File: src/rtl/pc_fetch_unit_if.sv
// Instruction-memory fetch bus between the fetch sequencer (master) and memory (slave).
// Handshake: the master holds Mem_Read and Mem_Address steady until it samples Mem_Ready high on a rising edge; Mem_Data is valid only in that cycle.
interface pc_fetch_unit_if #(
    parameter int ADDR_W = 8
);
    logic [ADDR_W-1:0] Mem_Address;
    logic              Mem_Read;
    logic              Mem_Ready;
    logic [7:0]        Mem_Data;

    modport master (
        output Mem_Address,
        output Mem_Read,
        input  Mem_Ready,
        input  Mem_Data
    );

    modport slave (
        input  Mem_Address,
        input  Mem_Read,
        output Mem_Ready,
        output Mem_Data
    );
endinterface

File: src/rtl/pc_fetch_unit.sv
// Program counter and instruction fetch sequencer for the 8-bit datapath.
// Optional fetch watchdog enabled by defining FETCH_TIMEOUT_EN.
module pc_fetch_unit #(
    parameter int                ADDR_W         = 8,
    parameter logic [ADDR_W-1:0] RESET_PC       = '0,
    parameter int unsigned       TIMEOUT_CYCLES = 15
) (
    input  logic                Clock,
    input  logic                Reset_N,
    pc_fetch_unit_if.master     mem,
    output logic [7:0]          Instruction,
    output logic                Instr_Valid,
    output logic [1:0]          Type_Select,
    output logic [1:0]          Write_Register_Selection,
    output logic [1:0]          R_Signal1,
    output logic [1:0]          R_Signal2,
    input  logic                Exec_Done,
    input  logic                Branch_Enable,
    input  logic [ADDR_W-1:0]   Branch_Address,
    input  logic                Halt,
    output logic [ADDR_W-1:0]   PC,
    output logic                Fetch_Error,
    output logic [1:0]          Debug_State
);
    localparam logic [1:0] S_IDLE   = 2'd0;
    localparam logic [1:0] S_FETCH  = 2'd1;
    localparam logic [1:0] S_EXEC   = 2'd2;
    localparam logic [1:0] S_HALTED = 2'd3;

    logic [1:0]        state;
    logic [1:0]        state_next;
    logic [ADDR_W-1:0] pc_next;
    logic [7:0]        instr_next;
    logic              timeout;

`ifdef FETCH_TIMEOUT_EN
    localparam logic [3:0] WD_LAST = 4'(TIMEOUT_CYCLES - 1);
    logic [3:0] wd_cnt;

    // Count fires on the edge that would make it reach TIMEOUT_CYCLES.
    assign timeout = (state == S_FETCH) && !mem.Mem_Ready && (wd_cnt == WD_LAST);

    always_ff @(posedge Clock) begin
        if (!Reset_N) begin
            wd_cnt      <= 4'd0;
            Fetch_Error <= 1'b0;
        end else begin
            if (state != S_FETCH || mem.Mem_Ready) begin
                wd_cnt <= 4'd0;
            end else begin
                wd_cnt <= wd_cnt + 4'd1;
            end
            if (timeout) begin
                Fetch_Error <= 1'b1;
            end
        end
    end
`else
    logic unused_timeout;
    assign unused_timeout = ^TIMEOUT_CYCLES;
    assign timeout        = 1'b0;
    assign Fetch_Error    = 1'b0;
`endif

    always_comb begin
        state_next = state;
        pc_next    = PC;
        instr_next = Instruction;
        case (state)
            S_IDLE: begin
                state_next = Halt ? S_HALTED : S_FETCH;
            end
            S_FETCH: begin
                if (mem.Mem_Ready) begin
                    instr_next = mem.Mem_Data;
                    state_next = S_EXEC;
                end else if (timeout) begin
                    state_next = S_HALTED;
                end
            end
            S_EXEC: begin
                if (Exec_Done) begin
                    pc_next    = Branch_Enable ? Branch_Address : PC + ADDR_W'(1);
                    state_next = Halt ? S_HALTED : S_FETCH;
                end
            end
            default: begin
            end
        endcase
    end

    always_ff @(posedge Clock) begin
        if (!Reset_N) begin
            state       <= S_IDLE;
            PC          <= RESET_PC;
            Instruction <= 8'h00;
        end else begin
            state       <= state_next;
            PC          <= pc_next;
            Instruction <= instr_next;
        end
    end

    assign mem.Mem_Address           = PC;
    assign mem.Mem_Read              = (state == S_FETCH);
    assign Instr_Valid               = (state == S_EXEC);
    assign Type_Select               = Instruction[7:6];
    assign Write_Register_Selection  = Instruction[5:4];
    assign R_Signal1                 = Instruction[3:2];
    assign R_Signal2                 = Instruction[1:0];
    assign Debug_State               = state;
endmodule

File: src/flat_wrapper.sv
// flat-port wrapper written by rule: the top's interface ports become plain ports
module pc_fetch_unit_flat 
#(
    parameter int                ADDR_W         = 8,
    parameter logic [ADDR_W-1:0] RESET_PC       = '0,
    parameter int unsigned       TIMEOUT_CYCLES = 15
)
  (Clock, Reset_N, Instruction, Instr_Valid, Type_Select, Write_Register_Selection, R_Signal1, R_Signal2, Exec_Done, Branch_Enable, Branch_Address, Halt, PC, Fetch_Error, Debug_State, mem_Mem_Address, mem_Mem_Read, mem_Mem_Ready, mem_Mem_Data);
  pc_fetch_unit_if #(.ADDR_W(ADDR_W)) mem_i ();
  input  logic Clock;
  input  logic Reset_N;
  output logic [7:0] Instruction;
  output logic Instr_Valid;
  output logic [1:0] Type_Select;
  output logic [1:0] Write_Register_Selection;
  output logic [1:0] R_Signal1;
  output logic [1:0] R_Signal2;
  input  logic Exec_Done;
  input  logic Branch_Enable;
  input  logic [ADDR_W-1:0] Branch_Address;
  input  logic Halt;
  output logic [ADDR_W-1:0] PC;
  output logic Fetch_Error;
  output logic [1:0] Debug_State;
  output wire logic [$bits(mem_i.Mem_Address)-1:0] mem_Mem_Address;
  output wire logic [$bits(mem_i.Mem_Read)-1:0] mem_Mem_Read;
  input wire logic [$bits(mem_i.Mem_Ready)-1:0] mem_Mem_Ready;
  input wire logic [$bits(mem_i.Mem_Data)-1:0] mem_Mem_Data;
  assign mem_Mem_Address = mem_i.Mem_Address;
  assign mem_Mem_Read = mem_i.Mem_Read;
  assign mem_i.Mem_Ready = mem_Mem_Ready;
  assign mem_i.Mem_Data = mem_Mem_Data;
  pc_fetch_unit #(.ADDR_W(ADDR_W), .RESET_PC(RESET_PC), .TIMEOUT_CYCLES(TIMEOUT_CYCLES)) u_core (.Clock(Clock), .Reset_N(Reset_N), .mem(mem_i), .Instruction(Instruction), .Instr_Valid(Instr_Valid), .Type_Select(Type_Select), .Write_Register_Selection(Write_Register_Selection), .R_Signal1(R_Signal1), .R_Signal2(R_Signal2), .Exec_Done(Exec_Done), .Branch_Enable(Branch_Enable), .Branch_Address(Branch_Address), .Halt(Halt), .PC(PC), .Fetch_Error(Fetch_Error), .Debug_State(Debug_State));
endmodule
File: config.mk
export PLATFORM = sky130hd
export DESIGN_NAME = pc_fetch_unit_flat
export DESIGN_NICKNAME = d
export VERILOG_FILES = /design/src/rtl/pc_fetch_unit_if.sv /design/src/rtl/pc_fetch_unit.sv /design/src/flat_wrapper.sv
export SDC_FILE = /design/constraint.sdc
export NUM_CORES = 1
export LEC_CHECK = 0
export ABC_CLOCK_PERIOD_IN_PS = 2700
export CELL_PAD_IN_SITES_DETAIL_PLACEMENT = 1
export CELL_PAD_IN_SITES_GLOBAL_PLACEMENT = 1
export CORE_ASPECT_RATIO = 0.5
export CORE_MARGIN = 2
export CORE_UTILIZATION = 28
export CTS_BUF_LIST = sky130_fd_sc_hd__clkbuf_16
export DETAILED_ROUTE_END_ITERATION = 16
export PLACE_DENSITY_LB_ADDON = 0.05
export SYNTH_ARGS = -nofsm -noshare
export SYNTH_HDL_FRONTEND = slang
export SYNTH_SLANG_ARGS = --single-unit
File: constraint.sdc
create_clock -name Clock -period 2.7 [get_ports Clock]
set_input_delay 0.405 -clock Clock [delete_from_list [all_inputs] [get_ports Clock]]
set_output_delay 0.405 -clock Clock [all_outputs]
set_load 0.1 [all_outputs]
==> Word-level counts from Yosys, hierarchy flattened <==
Cells that the tools add are included.
{ "word_totals": {"ff_bits": 18, "in_bits": 22, "wordCells": 18} }
{ "classes": {"add_sub_neg": 1, "n_eq_ne": 4, "mux": 5, "reduce_logical": 5} }
{ "ops": {"columns": ["op", "count"], "rows": [
  ["8-bit by 1-bit adder with 8-bit output, second input constant", 1],
  ["8-bit 2-to-1 mux", 1],
  ["2-bit 2-to-1 mux", 3],
  ["2-bit one-hot mux with 3 select lines", 1],
  ["2-bit by 1-bit != test with 1-bit output, second input constant", 2],
  ["2-bit AND reduction", 2],
  ["3-bit AND reduction", 1],
  ["3-bit nonzero test", 1],
  ["2-bit by 1-bit equality test with 1-bit output, second input constant", 1],
  ["2-bit equality test, second input constant", 1],
  ["2-bit logical NOT", 1]
]} }

==> Depth between registers and ports, before layout <==
{ "logic_depth": {"word_depth": 3, "mapped_depth": 5, "ltp_nobuf": 4} }

==> Worst setup path after synthesis <==
OpenSTA, ideal clock, no wires.
{ "synth_timing": {"path_type": "reg-to-reg", "start": "register u_core.state[0] (netlist: u_core.Debug_State[0])", "end": "register u_core.state[0] (netlist: u_core.Debug_State[0])", "arrival_ns": 2.767, "required_ns": 2.472, "slack_ns": -0.295, "path_stages_with_launch": 3, "path_buffers": 0, "period_less_slack_ns": 2.995, "cell_sequence": "dfxtp_1 > nor2b_1 > a221oi_1"} }
{ "synth_via": {"elab_chain_cells": 3, "word_cells_on_any_way": 8} }
{ "synth_rtl": {"columns": ["element", "line_no", "rtl"], "rows": [
  ["start: declaration", "pc_fetch_unit.sv:30", "logic [1:0] state;"],
  ["start signal: assignment", "pc_fetch_unit.sv:98", "state <= state_next;"],
  ["2-bit by 1-bit equality test with 1-bit output *", null, null],
  ["net mem_Mem_Read", "flat_wrapper.sv:26", "output wire logic [$bits(mem_i.Mem_Read)-1:0] mem_Mem_Read;"],
  ["2-bit by 1-bit != test with 1-bit output (no line) / 3-bit nonzero test (equally long branches)", null, null],
  ["3-bit AND reduction (no line)", null, null]
]} }
Mark *: on every way through the listed nets, which the timed path passes. The rest lies on a longest branch.
A chain may end at the register's enable or synchronous reset.

==> Final worst setup path <==
{ "layout_timing": {"start": "input Branch_Enable", "end": "register u_core.PC[7]"} }
{ "layout_via": {"elab_chain_cells": 1} }
{ "layout_rtl": {"columns": ["element", "line_no", "rtl"], "rows": [
  ["start: declaration", "flat_wrapper.sv:19", "input logic Branch_Enable;"],
  ["8-bit 2-to-1 mux", "pc_fetch_unit.sv:83", "pc_next = Branch_Enable ? Branch_Address : PC + ADDR_W'(1);"],
  ["end signal: assignment", "pc_fetch_unit.sv:99", "PC <= pc_next;"],
  ["end: declaration", "pc_fetch_unit.sv:21", "output logic [ADDR_W-1:0] PC,"]
]} }
Every way passes these cells.

==> results.json <==
{
  "status": "completed",
  "wl_per_cell_um": 13.17,
  "cp_max_fo": 17,
  "start_util_pct": 29.66,
  "clockBufferDepth": 2,
  "synth_nets": 138,
  "power_density_nw_per_um2": 618.2,
  "ir_worst_vdd_uv": 266.5,
  "dpl.hpwl_um": 2055,
  "timing.rr.start": "u_core.PC[0]$_SDFFE_PN0P_",
  "post-route-drc-count": 0,
  "grt-ovfl-total": 0,
  "tightest_slew_ns": 0.5901,
  "syn_inst": 115,
  "period_needed_ns": 1.724,
  "hold_buffers": 0,
  "cts_root_buf": "clkbuf_16",
  "yosys.cell_types.count": 34,
  "finalClockSkew_ns": 0.003323,
  "fmax_mhz": 580.2,
  "final_antenna_net_count": 0,
  "cts_sinks": 18,
  "met1_length_um": 1293,
  "route.met2.wl_um": 1184,
  "slew_headroom_pct": 60.54,
  "viasPerCell": 4.639,
  "end_kind": "flip-flop",
  "place.gp.congestion": 0.7187,
  "required_ns": 2.88,
  "synthArstFlopShare_pct": 0,
  "dieArea_um2": 4208,
  "drv_slew": 0,
  "cp.arrival_ns": 1.90,
  "die_h_um": 46.88,
  "cp_top_family": "buffers and inverters",
  "cts_tree": "done",
  "drt_wl_total_um": 2700,
  "synth_seq_area_share_pct": 34.99,
  "clk_pin_slew_worst_paths_ns": 0.06,
  "met3_wirelength_um": 214,
  "hold_class": "reg -> reg",
  "firstDrtPassIters": 4,
  "finalHoldViolations": 0,
  "vias": 951,
  "rows": 15,
  "setup_viol_count_final": 0,
  "crit_chain": "clkdlybuf4s50_1 -> nor2_1 -> or4b_1 -> a31oi_1",
  "setup_tns_ns": 0,
  "min_from": "u_core.Instruction[2]$_SDFFE_PN0P_",
  "drive_gt1_share_pct": 29.22,
  "path_class": "in -> reg",
  "syn_to_final_growth_pct": 45.44,
  "die_w_um": 89.76,
  "synth_seq_cells": 18,
  "rsz0062_at_grt": "false",
  "dr.first_iter.drc_count": 12,
  "antenna_cells": 0,
  "synth_warnings": 0,
  "synth_ff_type": "dfxtp_1",
  "grt_pass1_wl_um": 4298,
  "fin_area_um2": 1498,
  "crit_buf_inv": 1,
  "nets": 178,
  "crit_start": "Branch_Enable",
  "numPortBuffers": 57,
  "leakagePower_nw": 0.6889,
  "antenna_found_initial": 0,
  "dpl_cell_area_um2": 1419,
  "core-area_um2": 3472,
  "h-tree-depth": 1,
  "top_layer_used": "met4",
  "cts_resized": 0,
  "grtUsageTotal_pct": 13.24,
  "cp-start-kind": "input pin",
  "clk_latency_ns": 0.25,
  "grt_pass1_vias": 906,
  "n_fill_cell": 425,
  "postCtsSetupRepairBufs": 0,
  "pin_count": 59,
  "avgSynthCellArea_um2": 8.954,
  "numCtsBuffers": 3,
  "max_stage_delay_ns": 0.71,
  "maxCapViolCount": 0,
  "synth_edf_count": 0,
  "period_share_pct": 63.84,
  "critPathSlowestCell": "clkdlybuf4s50_1",
  "grt_max_degree": 18,
  "synth_area_um2": 1030
}
layout make-up:
class | count | area (µm²) | area share [%]
sequential | 18 | 360.3 | 24.06
clock buffer | 3 | 75.07 | 5.013
multi-input combinational | 69 | 491.7 | 32.83
clock inverter | 1 | 3.754 | 0.2506
timing repair buffer | 57 | 480.5 | 32.08
inverter | 6 | 22.52 | 1.504
tap | 51 | 63.81 | 4.261
where the power goes:
group          leakage (nW)  total (mW)  internal [mW]  switching, mW
clock                0.0385       0.301          0.197          0.104
sequential            0.147       0.298          0.279         0.0190
combinational         0.504       0.326         0.0832          0.243
total                 0.689       0.926          0.559          0.366
layer usage:
metal | vias to the layer above | track usage, %
met5 | - | 0
met2 | 33 | 22.42
met3 | 2 | 5.939
met4 | 0 | 2.769
met1 | 443 | 16.30
li1 | 473 | -
state kept, by name (all words and copies together) (netlist names):
name,flops
u_core.Debug_State,2
u_core.Instruction,8
u_core.PC,8
final timing paths:
path / cells after the start / slack, ns / to
max reg2reg: 4 / 1.16 / u_core.PC[6]$_SDFFE_PN0P_
min: 2 / 0.53 / u_core.Instruction[2]$_SDFFE_PN0P_
min reg2reg: 2 / 0.53 / u_core.Instruction[2]$_SDFFE_PN0P_
max: 4 / 0.98 / u_core.PC[7]$_SDFFE_PN0P_
Yosys cell counts (2+ instances only):
master | count | area share, %
a211oi_1 | 4 | 2.9
a21oi_1 | 2 | 0.97
a31oi_1 | 3 | 1.8
buf_2 | 2 | 0.97
buf_4 | 18 | 13
dfxtp_1 | 18 | 35
inv_1 | 6 | 2.2
mux2i_1 | 11 | 11
nand2_1 | 5 | 1.8
nand3_1 | 5 | 2.4
nor2_1 | 11 | 4.0
nor2b_1 | 2 | 1.2
o2111ai_1 | 2 | 1.7
o211ai_1 | 4 | 2.9
o21ai_0 | 3 | 1.5
worst register-to-register path, delay by kind of cell (launching register included):
kind                     cells  cell delay [ns]
AND/OR/NAND/NOR              1             0.19
AO/OA/AOI/OAI                2             0.50
flip-flops                   1             0.48
adder cells (fa/ha/maj)      1             0.29
through the flow:
stage	power (mW)	util (%)	cells	setup WS [ns]	hold WS, ns
after floorplan	0.5649	-	115	0.2312	0.5162
after global placement	0.6316	40.86	201	0.7306	0.5067
after detailed placement	0.6330	40.86	201	0.6877	0.5259
after CTS	0.9371	43.14	205	0.9473	0.5389
after global routing	0.9623	43.14	205	0.8475	0.5751
final	0.9259	43.14	205	0.9764	0.5283
placed cells by master (no fill, tap or decap):
cell,netlist,final
nor2_1,11,11
and3b_1,1,1
and2_1,1,1
dfxtp_1,18,18
a31oi_1,3,3
o2111ai_1,2,2
conb_1,1,1
nor2b_2,0,2
a221oi_1,1,1
or4b_1,1,1
inv_1,6,6
and2_0,1,1
a31o_2,1,1
nand4_1,1,1
o211ai_1,4,4
nand3b_1,1,1
buf_4,18,36
ha_1,1,1
nand2_1,5,5
a21oi_1,2,2
o21ai_0,3,3
clkinv_1,0,1
o41a_2,1,1
o41a_1,1,1
a211oi_1,4,4
nand4_2,1,1
or3_1,1,1
o31a_1,1,1
nand3_1,5,5
nand3b_4,1,1
mux2i_1,11,11
clkbuf_16,0,3
nor3b_1,1,1
clkdlybuf4s50_1,0,21
cells by family (layout without fill, tap and decap cells):
kind of cell / count (synthesis) / count (layout) / synth area share, %
muxes: 11 / 11 / 10.69
DFF: 18 / 18 / 34.99
buffers and inverters: 28 / 67 / 17.74
other: 1 / 1 / 0.3642
AOI/OAI and AO/OA: 23 / 23 / 16.65
adders and majority gates: 1 / 1 / 1.215
and+or+nand+nor: 33 / 33 / 18.35
Power figures use the tool's default switching activity.
